==> src/rtl/updown_counter_param.sv <==
// Parametrised up/down counter: modulus MAX_VAL, wrap or saturate, tc pulse, sticky wrap_flag.
// Ports: clk, rst (async low), en, load, updown, data, flag_clr -> data_out, tc, wrap_flag.
// Optional macro UDCNT_PRESCALE_EN: step only on every PRESCALE-th enabled cycle.
module updown_counter_param #(
  parameter int WIDTH    = 4,
  parameter int MAX_VAL  = 2**WIDTH-1,
  parameter bit SATURATE = 1'b0,
  parameter int PRESCALE = 1
) (
  input  logic             clk,
  input  logic             rst,
  input  logic             en,
  input  logic             load,
  input  logic             updown,
  input  logic [WIDTH-1:0] data,
  input  logic             flag_clr,
  output logic [WIDTH-1:0] data_out,
  output logic             tc,
  output logic             wrap_flag
);

  localparam longint LIMIT = (longint'(1) << WIDTH) - 1;

  if (WIDTH < 1) begin : g_bad_width
    $error("updown_counter_param: WIDTH must be >= 1");
  end
  if (longint'(MAX_VAL) > LIMIT || MAX_VAL < 0) begin : g_bad_max
    $error("updown_counter_param: MAX_VAL out of range for WIDTH");
  end
  if (PRESCALE < 1) begin : g_bad_pre
    $error("updown_counter_param: PRESCALE must be >= 1");
  end

  localparam logic [WIDTH-1:0] MAXV = WIDTH'(MAX_VAL);

  logic             hit;
  logic             step;
  logic             bnd;
  logic [WIDTH-1:0] clamp;

`ifdef UDCNT_PRESCALE_EN
  localparam int PW = $clog2(PRESCALE+1);
  localparam logic [PW-1:0] PLAST = PW'(PRESCALE-1);

  logic [PW-1:0] pcnt;

  assign hit = (pcnt == PLAST);

  // Counts enabled cycles; wraps to 0 on the cycle that steps.
  always_ff @(posedge clk or negedge rst) begin
    if (!rst) begin
      pcnt <= '0;
    end else if (load) begin
      pcnt <= '0;
    end else if (en) begin
      pcnt <= hit ? '0 : pcnt + PW'(1);
    end
  end
`else
  assign hit = 1'b1;
`endif

  assign step  = en & ~load & hit;
  // Explicit compare against MAXV so a modulus below 2**WIDTH-1 wraps correctly.
  assign bnd   = updown ? (data_out == MAXV) : (data_out == '0);
  assign clamp = (data > MAXV) ? MAXV : data;

  always_ff @(posedge clk or negedge rst) begin
    if (!rst) begin
      data_out <= '0;
      tc       <= 1'b0;
    end else begin
      tc <= 1'b0;
      if (load) begin
        data_out <= clamp;
      end else if (step) begin
        if (bnd) begin
          tc <= 1'b1;
          if (!SATURATE) begin
            data_out <= updown ? '0 : MAXV;
          end
        end else begin
          data_out <= updown ? data_out + WIDTH'(1)
                             : data_out - WIDTH'(1);
        end
      end
    end
  end

  // Set has priority over clear when both happen on one edge.
  always_ff @(posedge clk or negedge rst) begin
    if (!rst) begin
      wrap_flag <= 1'b0;
    end else if (step && bnd) begin
      wrap_flag <= 1'b1;
    end else if (flag_clr) begin
      wrap_flag <= 1'b0;
    end
  end

endmodule
==> config.mk <==
export PLATFORM = sky130hd
export DESIGN_NAME = updown_counter_param
export DESIGN_NICKNAME = d
export VERILOG_FILES = /design/src/rtl/updown_counter_param.sv
export SDC_FILE = /design/constraint.sdc
export NUM_CORES = 1
export LEC_CHECK = 0
export CAP_MARGIN = 20
export CORE_AREA = 2 2 39 41
export CTS_CLUSTER_SIZE = 14
export DETAILED_ROUTE_END_ITERATION = 7
export DIE_AREA = 0 0 41 43
export HOLD_SLACK_MARGIN = 0.1
export PLACE_DENSITY = 0.71
export SKIP_CTS_REPAIR_TIMING = 1
export SYNTH_ARGS = -nofsm -noshare
export SYNTH_HDL_FRONTEND = slang
export SYNTH_SLANG_ARGS = --single-unit
==> constraint.sdc <==
create_clock -name clk -period 1.3 [get_ports clk]
set_input_delay 0.195 -clock clk [delete_from_list [all_inputs] [get_ports clk]]
set_output_delay 0.195 -clock clk [all_outputs]
set_load 0.03 [all_outputs]
After elaboration in Yosys (flattened, before gate mapping)
Cells that the tools add are included.
Word-level totals
  flip-flop bits (word level): 6
  output and inout port bits: 6
  input bits: 10
Operators by class
  magnitude comparators: 1
  add/sub/neg operators: 2
  bitwise gates (word level): 2
  reductions and logical operators: 4
  equality and inequality tests: 1
  multiplexer cells: 12
Operator list (count)
  4-bit two-way mux: 6
  1-bit two-way mux: 6
  4-bit by 1-bit adder with 4-bit output (second input constant): 1
  4-bit equality test (second input constant): 1
  4-bit > comparator (second input constant): 1
  4-bit zero test: 1
  2-bit nonzero test: 2
  4-bit by 1-bit subtractor with 4-bit output (second input constant): 1
  1-bit AND: 1
  1-bit logical AND: 1
  1-bit NOT: 1

Logic depth before layout (Yosys ltp)
  depth in word-level cells: 5
  gate-level depth with buffers: 6

Worst setup path after synthesis
Ideal clock, no wire load.
  path type: reg2reg
  start point: register data_out[1]
  end point: register data_out[3]
  buffers on the path: 0
  arrival time: 1.417 ns
  clock period less this slack: 1.520 ns
  cell stages (with the launch flop): 6
  library setup time: 0.104 ns
  setup slack: -0.220 ns
  cells stage by stage: dfrtp_1 -> ha_1 -> a21o_1 -> a21oi_2 -> xnor2_1 -> o41ai_2
On the way
  word-level cells in the longest chain between the ends: 5
Ends and longest elaborated chain
  start, declared: line 17  | output logic [WIDTH-1:0] data_out,
  start signal, assigned: line 75  | data_out <= clamp;
  start signal, assigned: line 80  | data_out <= updown ? '0 : MAXV;
  start signal, assigned: line 83  | data_out <= updown ? data_out + WIDTH'(1)
  4-bit by 1-bit subtractor with 4-bit output (tied with other cells): line 84  | : data_out - WIDTH'(1);
  4-bit two-way mux / 1-bit two-way mux (equally long branches): line 83, 65
  4-bit two-way mux *: line 77  | if (bnd) begin
  4-bit two-way mux *: line 76  | end else if (step) begin
  4-bit two-way mux *: line 74  | if (load) begin
Mark *: on every way between the ends. The rest lies on a longest branch, timed or not. The select of a mux whose other input is x is not followed.
A chain may end at the register's enable or synchronous reset.

Worst setup path after layout
Same ends and word-level chain as after synthesis.

==> results_tabular.tex <==
\begin{tabular}{lr}
\hline
Metric & Value \\
\hline
\multicolumn{2}{l}{\textbf{Clock network}} \\
\quad Skew-Pair Late Insertion Delay & 260 ps \\
\quad Clock-pin slew of the registers on the worst-case setup and hold paths & $\sim$50 ps \\
\quad Count of H-tree levels built during CTS & 1 \\
\quad TritonCTS clock tree & built \\
\quad Clk sinks & 6 \\
\quad CTS Buf Count & 3 \\
\quad Clock root buffer & clkbuf\_4 \\
\quad CTS Buffer Depth & 2 \\
\multicolumn{2}{l}{\textbf{Timing}} \\
\quad Minimum period implied by the final worst setup slack & 1377 ps \\
\quad Setup violation total in the final timing report & 3 \\
\quad WHS & $\sim$190 ps \\
\quad Slew headroom & 78.03\% \\
\quad Worst-Margin Slew & around 330 ps \\
\quad Final Max Tran Viols & 0 \\
\quad Hold Fails Final Rpt & 0 \\
\quad Post-route fraction of the period consumed by the critical path & 106.0\% \\
\quad Worst setup slack after layout & -77.43 ps \\
\quad Unrepaired setup endpoints after global routing & yes \\
\quad Post-Route Skew & about 9 ps \\
\quad Maximum clock rate & 726.0 MHz \\
\multicolumn{2}{l}{\textbf{Setup path}} \\
\quad Req. time, crit path & 1440 ps \\
\quad Nature of the critical path endpoint & flop \\
\quad Capturing element of the worst setup path & data\_out[3]\$\_DFFE\_PN0P\_ \\
\quad Data arrival time of the critical path & between 1500 and 2000 ps \\
\quad Kind of start point of the critical path & flop \\
\quad Worst setup path startpoint & data\_out[1]\$\_DFFE\_PN0P\_ \\
\quad Reg-to-Reg Start & data\_out[1]\$\_DFFE\_PN0P\_ \\
\quad Critical Path Fanout Max & 3 \\
\quad Worst reg2reg path depth & 5 \\
\quad Critical R2R Capture & data\_out[3]\$\_DFFE\_PN0P\_ \\
\quad Slack of the worst reg-to-reg path & -80 ps \\
\quad Category of the most critical setup path & reg -> reg \\
\multicolumn{2}{l}{\textbf{Place}} \\
\quad Placed wire-length estimate after detailed placement & 837.9 um \\
\quad Placer congestion estimate & 0.7990 \\
\quad Cell Count Post-Placement & 80 \\
\quad Pre-CTS worst setup slack & -499.9 ps \\
\quad I/O Buffers & 15 \\
\multicolumn{2}{l}{\textbf{Synthesis}} \\
\quad Seq/Total Area, Yosys & 36.04\% \\
\quad Post-Syn Instances & 43 \\
\quad Synthesis-stage register bit count & 6 \\
\quad Combinational family with the most area after synthesis & compound AO/OA/AOI/OAI gates \\
\quad Area share of and/or/nand/nor cells after synthesis & 14.71\% \\
\quad Cell area after technology mapping & 416.7 sq um \\
\quad Adder-cell area share of the yosys netlist & 10.81\% \\
\quad Most frequent cells after synthesis & dfrtp\_1 (6), nor2\_1 (6), inv\_1 (4) \\
\quad Number of enable-type register cells in the synthesized netlist & 0 \\
\quad Synth unique cells & 23 \\
\quad Post-synthesis average cell area & 9.690 sq um \\
\quad Synth area leader & dfrtp\_1 \\
\quad Yosys warns & 0 \\
\quad Commonest register cell after synthesis & dfrtp\_1 \\
\quad Fraction of synthesized cell area taken by the top area cell type & 36.04\% \\
\quad Post-Syn Nets & 56 \\
\quad Synth Area in XOR/XNOR & 8.408\% \\
\quad Share of synthesized area spent on multiplexers & 0\% \\
\quad Post-synth ARST share & 100.0\% \\
\quad Compound-cell area share of the yosys netlist & 24.02\% \\
\quad Area contributors post-synth & dfrtp\_1 (36\%), xnor2\_1 (6.3\%), ha\_1 (6.0\%) \\
\multicolumn{2}{l}{\textbf{Power}} \\
\quad Peak supply drop & 0.5548 mV \\
\quad Leakage dissipation & 0.3773 nW \\
\quad Power after layout & 0.7735 mW \\
\quad Total power density per cell area & 1073 nW/um\^{}2 \\
\multicolumn{2}{l}{\textbf{Global routing}} \\
\quad Number of global-route vias before repair & 405 \\
\quad Number of antenna violations at the first check in global routing & 0 \\
\quad Largest net degree at the start of global routing & 8 \\
\quad Overall track demand over capacity in global routing & approximately 15\% \\
\quad Total global routing overflow & 0 \\
\quad Wire length of the first global-routing pass & 1662 um \\
\multicolumn{2}{l}{\textbf{Drt}} \\
\quad DRC & 0 \\
\quad Detail-routed net length per standard cell & 13.02 um \\
\quad Number of search-and-repair iterations in the first detailed-routing pass & 4 \\
\quad Number of routed nets with antenna violations & 0 \\
\quad Total detailed-routing wirelength & around 1100 um \\
\quad Via density per instance & approximately 4.8 \\
\quad DRC violation total after the first TritonRoute iteration & 4 \\
\quad Vias & a little over 400 \\
\multicolumn{2}{l}{\textbf{Floorplanning}} \\
\quad FP Rows & 14 \\
\quad Total core area & 1384 sq um \\
\quad Full die area & 1763 sq um \\
\quad I/O Pins & 16 \\
\quad Chip height & 43 um \\
\quad Starting density of the core & 30.11\% \\
\quad Width of the chip & 41 um \\
\multicolumn{2}{l}{\textbf{Outcome}} \\
\quad Outcome & finished, violations left \\
\quad Violated checks & setup timing \\
\multicolumn{2}{l}{\textbf{Run}} \\
\quad Max-Cap Viols & 0 \\
\multicolumn{2}{l}{\textbf{Cells and area}} \\
\quad Antenna cell count & 0 \\
\quad Finished Layout Cells & 85 \\
\quad Fill cells & roughly 140 \\
\quad Layout Nets & slightly above 80 \\
\quad Proportion of layout cells with a drive suffix above 1 & 42.03\% \\
\quad Area Growth Syn to Fin & 72.97\% \\
\multicolumn{2}{l}{\textbf{Worst hold path}} \\
\quad Hold WC Path Type & in -> async \\
\hline
\end{tabular}
## where the power goes
part / internal, mW / switching (mW)
Clock: 0.117 / 0.0811
Sequential: 0.210 / 0.0315
Combinational: 0.177 / 0.157
Total: 0.504 / 0.270
## placed cells by master, fill, tap and decap left out
master,instances
a21o_1,2
a22o_1,2
a21oi_2,1
buf_6,2
o211ai_1,2
ha_1,1
o21a_1,1
nor3_4,1
o21ai_0,1
xor2_1,1
dfrtp_2,3
dlymetal6s2s_1,4
inv_1,2
xnor2_1,2
o41ai_2,1
and2_4,1
dfrtp_1,3
fa_2,1
a221oi_2,1
xnor2_2,1
clkdlybuf4s50_1,8
buf_4,10
clkbuf_4,3
nor2_2,1
nand2_1,2
nand4_1,1
nor3b_1,1
ha_4,1
nor2_1,6
inv_2,2
clkbuf_1,1
## kinds of logic after synthesis
group	Yosys count
AOI/OAI and AO/OA	11
xor gates and xnor gates	4
adders and majority gates	3
buffers and inverters	6
DFF	6
and+or+nand+nor	13
## registers in the layout, indices dropped and copies added (netlist names)
register   cells
data_out       4
tc             1
wrap_flag      1
## cell type report
cell class                      instances  area, sq um  share of cell area, %
Tap cell                               16        20.02                  2.778
Multi-Input combinational cell         31        277.8                  38.54
Inverter                                4        15.01                  2.083
Sequential cell                         6        153.9                  21.35
Timing Repair Buffer                   24        227.7                  31.60
Clock buffer                            4        26.28                  3.646
## worst max-delay path: stages (launching register included)
cell	delay (ps)
dfrtp_2	440
ha_4	220
a21o_1	160
a21oi_2	140
xnor2_1	90
o41ai_2	210
## per-stage QoR
step | TNS [ps] | utilization [%] | instance area (sq um)
detailed placement | -1671 | 46.84 | 648.1
global placement | -1557 | 46.84 | 648.1
global route | -372.4 | 52.08 | 720.7
floorplan | -273.5 | - | 435.4
CTS | -1214 | 48.73 | 674.4
finish | -198.1 | 52.08 | 720.7
## how the worst min path moves through the flow
stage | from | endpoint | slack (ps) | depth (start not counted)
global placement | rst | tc$_DFF_PN0_ | 460 | 1
CTS | rst | data_out[0]$_DFFE_PN0P_ | 200 | 1
floorplan | rst | data_out[0]$_DFFE_PN0P_ | -100 | 0
finish | rst | data_out[0]$_DFFE_PN0P_ | 190 | 1
detailed placement | wrap_flag$_DFFE_PN0P_ | wrap_flag$_DFFE_PN0P_ | 470 | 1
global route | rst | data_out[0]$_DFFE_PN0P_ | 220 | 1
## metal layers
layer  up-vias  track usage (%)  wire, um
li1        202                -         -
met1       189            17.38       442
met2        12            20.31       580
met3         2            6.283        61
met4         0            10.00        22
met5         -                0         0
(Power assumes the default switching activity.)
==> edit 1, RTL diff (same settings) <==
Change the parameter `SATURATE` from 1'b0 to 1'b1.
--- a/src/rtl/updown_counter_param.sv
+++ b/src/rtl/updown_counter_param.sv
@@ -4,7 +4,7 @@
 module updown_counter_param #(
   parameter int WIDTH    = 4,
   parameter int MAX_VAL  = 2**WIDTH-1,
-  parameter bit SATURATE = 1'b0,
+  parameter bit SATURATE = 1'b1,
   parameter int PRESCALE = 1
 ) (
   input  logic             clk,
Formal check against the unedited RTL: not equivalent (Yosys sat finds a counterexample within 4 cycles, from zero or initial values and one cycle with rst low).
==> edit 1 against the unedited design <==
The run still ends with setup timing left. Combinational power up 6.6%. Core utilization up 1.6 points. Clock power down 4%. Hold slack worse by 0.0057 ns. Largest power group unchanged. Routed wire length up 8.9%. Sequential cell count unchanged. Power down 0.16%. Maximum frequency down 23%. Via count up 16%. Sequential power down 6%. Final area up 3.1%. Setup slack worse by 0.40 ns. Sequential share of layout area down 0.82 points. Area after synthesis up 0.60%.
==> edit 1: results (changes against the unedited design) <==
- Top cell types by occurrence after synthesis: sky130_fd_sc_hd__dfrtp_1, sky130_fd_sc_hd__nor2_1 (was sky130_fd_sc_hd__dfrtp_1, sky130_fd_sc_hd__nor2_1, sky130_fd_sc_hd__inv_1).
- The placed wire-length estimate after detailed placement is 885 um (was 838 um).
- The proportion of synthesized chip area in sequential cells is 35.8% (was 36.0%).
- The cell total after placement is 86 (was 80).
- The met2 routing resource usage after global routing is 22.2% (was 20.3%).
- The worst clock skew on the final layout came to 0.00832 ns (was 0.00900 ns).
- The placer's final routability congestion estimate is 0.800 (was 0.799).
- The final net count is 89 (was 83).
- The number of vias after detailed routing is 468 (was 405).
- The average wire per standard cell is 13.4 um (was 13.0 um).
- The area added between synthesis and finish is 77.3% (was 73.0%).
- The overall power is 0.000772 W (was 0.000773 W).
- Run status: finished with violations (unchanged).
- The detailed router's first-iteration violation count was 6 (was 4).
- The leakage dissipation came to 0.374 nW (was 0.377 nW).
- The worst reg-to-reg path cell count was 4 (was 5).
- The largest net degree at the start of global routing came to 7 (was 8).
- The share of total power in the clock network was 24.6% (was 25.6%).
- The first-pass GRT wire length is 1910 um (was 1660 um).
- The pre-CTS setup slack is -0.778 ns (was -0.500 ns).
- The design internal power came to 0.000501 W (was 0.000504 W).
- The worst max-slew margin expressed relative to the limit came to 78.8% (was 78.0%).
- The count of final setup violators was 6 (was 3).
- The via count of the first global-routing pass is 464 (was 405).
- The met1 capacity usage during global routing was 20.3% (was 17.4%).
- The final wirelength is 1210 um (was 1110 um).
- The instance area at placement was 668 sq um (was 648 sq um).
- The count of cell types in the netlist is 27 (was 23).
- Violated checks: setup timing (unchanged).
- The setup slack after layout is -0.479 ns (was -0.0774 ns).
- The maximum VDD drop was 0.555 mV (about the same).
[edit 1: path summary, 6_finish.rpt]
check | from | end | slack (ns)
worst max-delay path | data_out[0]$_DFFE_PN0P_ | data_out[3]$_DFFE_PN0P_ | -0.48
worst min-delay path | rst | data_out[3]$_DFFE_PN0P_ | 0.19
worst max register to register | data_out[0]$_DFFE_PN0P_ | data_out[3]$_DFFE_PN0P_ | -0.48
worst min register to register | wrap_flag$_DFFE_PN0P_ | wrap_flag$_DFFE_PN0P_ | 0.54
max in group asynchronous | rst | data_out[0]$_DFFE_PN0P_ | 0.86
min in group clk | data[0] | data_out[0]$_DFFE_PN0P_ | 0.50
[edit 1: logic make-up (layout without fill, tap and decap cells)]
| family | after synthesis | count (layout) | share of synthesized area, % |
|---|---|---|---|
| AOI/OAI and AO/OA | 12 | 12 | 20.0 |
| xor gates and xnor gates | 1 | 1 | 2.09 |
| adders and majority gates | 3 | 3 | 10.7 |
| buffers and inverters | 4 | 34 | 3.58 |
| DFF | 6 | 6 | 35.8 |
| muxes | 1 | 1 | 3.58 |
| and+or+nand+nor | 17 | 17 | 24.2 |
[edit 1: critical path, cell delays in order (launching register included)]
cell and delay, ns:
sky130_fd_sc_hd__dfrtp_2 0.40, sky130_fd_sc_hd__or4_4 0.52, sky130_fd_sc_hd__mux2_4 0.32, sky130_fd_sc_hd__o211ai_1 0.08, sky130_fd_sc_hd__or3b_1 0.35
[edit 1: routing by layer]
layer | routed length, um | up-vias
li1 | - | 225
met1 | 481 | 219
met2 | 611 | 20
met3 | 84 | 4
met4 | 28 | 0
met5 | 0 | -
[edit 1: final cells by class]
class	instances	area share, %
flip-flops and latches	6	20.5
multi-input cells	34	39.2
clock buffers	3	3.03
well taps	16	2.69
repair buffers	28	33.0
inverters	3	1.52
==> edit 2, RTL diff (config.mk and constraints unchanged) <==
Without the edit above. Register the output `data_out` once more, cleared by the reset; this adds one clock of latency there. The other outputs are not delayed to match.
--- a/src/rtl/updown_counter_param.sv
+++ b/src/rtl/updown_counter_param.sv
@@ -20,6 +20,8 @@
 );
 
   localparam longint LIMIT = (longint'(1) << WIDTH) - 1;
+
+  logic [WIDTH-1:0] data_s0;
 
   if (WIDTH < 1) begin : g_bad_width
     $error("updown_counter_param: WIDTH must be >= 1");
@@ -62,26 +64,26 @@
 
   assign step  = en & ~load & hit;
   // Explicit compare against MAXV so a modulus below 2**WIDTH-1 wraps correctly.
-  assign bnd   = updown ? (data_out == MAXV) : (data_out == '0);
+  assign bnd   = updown ? (data_s0 == MAXV) : (data_s0 == '0);
   assign clamp = (data > MAXV) ? MAXV : data;
 
   always_ff @(posedge clk or negedge rst) begin
     if (!rst) begin
-      data_out <= '0;
+      data_s0 <= '0;
       tc       <= 1'b0;
     end else begin
       tc <= 1'b0;
       if (load) begin
-        data_out <= clamp;
+        data_s0 <= clamp;
       end else if (step) begin
         if (bnd) begin
           tc <= 1'b1;
           if (!SATURATE) begin
-            data_out <= updown ? '0 : MAXV;
+            data_s0 <= updown ? '0 : MAXV;
           end
         end else begin
-          data_out <= updown ? data_out + WIDTH'(1)
-                             : data_out - WIDTH'(1);
+          data_s0 <= updown ? data_s0 + WIDTH'(1)
+                             : data_s0 - WIDTH'(1);
         end
       end
     end
@@ -98,4 +100,12 @@
     end
   end
 
+  always_ff @(posedge clk or negedge rst) begin
+    if (!rst) begin
+      data_out <= '0;
+    end else begin
+      data_out <= data_s0;
+    end
+  end
+
 endmodule
Behaviour: not the same (a bounded check fails within 4 cycles, from zero or initial values and one cycle with rst low).
==> edit 2 against the unedited design <==
The flow still finishes with violations (setup timing). Power up 25%. Sequential share of layout area increased by 8.6 points. Final area increased by 16%. Area after synthesis rose by 24%. Sequential cell count rose by 4. Via count is 8.1% higher. Routed wire length decreased by 2.7%. Setup slack got worse by 0.050 ns. Highest routed layer unchanged.
==> edit 2: results (changes against the unedited design) <==
- Run status: finished with violations (unchanged).
- Violated checks: setup timing (unchanged).
- The number of inserted filler cells in the final layout is 134 (was 141).
- Top cell types by occurrence after synthesis: sky130_fd_sc_hd__dfrtp_1, sky130_fd_sc_hd__nor2_1, sky130_fd_sc_hd__inv_1 (unchanged).
- The total met2 wirelength after detailed routing came to 516 um (was 580 um).
- The via density per instance is 4.76 (about the same).
- The leakage dissipation is 0.468 nW (was 0.377 nW).
- The largest driver fanout on the critical path is 2 (was 3).
- The arrival time reported for the critical path endpoint is 1.63 ns (was 1.52 ns).
- The routed wire length on met3 is 46 um (was 61 um).
- The final wirelength was 1080 um (was 1110 um).
- The detailed router's first-iteration violation count is 2 (was 4).
- The maximum VDD drop came to 0.464 mV (was 0.555 mV).
- The placed wire-length estimate after detailed placement is 895 um (was 838 um).
- The count of final setup violators is 4 (was 3).
- The global-route total usage across every layer is 15.3% (was 14.6%).
- The worst reg-to-reg path cell count is 5 (unchanged).
- The placer's final routability congestion estimate is 0.890 (was 0.799).
- The power per cell area came to 1160 mW/mm^2 (was 1070 mW/mm^2).
- The final net count came to 90 (was 83).
- The first-pass GRT wire length was 1830 um (was 1660 um).
- The largest net degree at the start of global routing came to 11 (was 8).
- The final-layout worst hold slack is 0.239 ns (was 0.192 ns).
- The first-pass iteration count of the detailed router came to 3 (was 4).
- The terminus of the critical flop-to-flop path is data_s0[1]$_DFFE_PN0P_ (was data_out[3]$_DFFE_PN0P_).
- The pre-CTS setup slack is -0.515 ns (was -0.500 ns).
- The launch instance of the worst register-to-register path is data_s0[1]$_DFFE_PN0P_ (was data_out[1]$_DFFE_PN0P_).
- The proportion of synthesized chip area in sequential cells came to 48.4% (was 36.0%).
- Biggest registers after layout: data_out: 4 flops, data_s0: 4 flops (was data_out: 4 flops, tc: 1 flops, wrap_flag: 1 flops).
- The setup slack after layout was -0.127 ns (was -0.0774 ns).
- The instance area at placement is 759 sq um (was 648 sq um).
- The fraction of layout cells with a size suffix above 1 came to 31.6% (was 42.0%).
- Cell types with the largest area share after synthesis: sky130_fd_sc_hd__dfrtp_1, sky130_fd_sc_hd__xnor2_1, sky130_fd_sc_hd__ha_1 (unchanged).
- The via count of the first global-routing pass was 418 (was 405).
- The worst clock skew on the final layout is 0.00300 ns (was 0.00900 ns).
- The worst max-slew margin expressed relative to the limit is 71.3% (was 78.0%).
- The delay of the slowest cell on the worst path was 0.51 ns (was 0.44 ns).
- The net count of the mapped netlist is 60 (was 56).
- The standard cell with the maximum stage delay on the critical path is sky130_fd_sc_hd__fa_2 (was sky130_fd_sc_hd__dfrtp_2).
-- edit 2: cell types whose count changed after synthesis --
cell | unedited run | this run
sky130_fd_sc_hd__dfrtp_1 | 6 | 10
-- edit 2: layout make-up --
cell class                 instances  share of cell area, %
timing repair buffer              27                   30.8
tap                               16                   2.40
sequential                        10                   29.9
multi-input combinational         31                   30.7
inverter                           4                   1.80
clock buffer                       4                   4.34
-- edit 2: per-stage QoR --
step / power, W / TNS [ns] / std cells
5_1_grt: 0.00103 / -0.736 / 92
3_5_place_dp: 0.000699 / -1.60 / 87
3_3_place_gp: 0.000688 / -1.45 / 87
6_report: 0.000967 / -0.360 / 92
4_1_cts: 0.000971 / -1.45 / 91
2_1_floorplan: 0.000552 / -0.0931 / 47
-- edit 2: routing by layer --
| metal | GRT usage, % | up-vias |
|---|---|---|
| li1 | - | 222 |
| met1 | 21.7 | 203 |
| met2 | 23.1 | 11 |
| met3 | 1.57 | 2 |
| met4 | 6.00 | 0 |
| met5 | 0 | - |
-- edit 2: logic make-up (layout without fill, tap and decap cells) --
logic type      Yosys count  after routing  share of synthesized area [%]
compound gates           11             11                           19.4
fa+ha+maj                 3              3                           8.72
flops                    10             10                           48.4
xor+xnor                  4              4                           6.78
simple gates             13             13                           11.9
buf+inv                   6             35                           4.84
-- edit 2: worst reg2reg max path, delay by kind of cell, from the launching register on --
family          cells  cell delay [ns]
flops               1             0.39
buf+inv             2             0.19
fa+ha+maj           1             0.51
compound gates      2             0.28
-- edit 2: power by group --
group	internal (W)	leakage, nW	total, W	switching [W]
sequential	0.000349	0.123	0.000375	0.0000256
combinational	0.000170	0.324	0.000324	0.000154
clock	0.000170	0.0210	0.000268	0.0000986
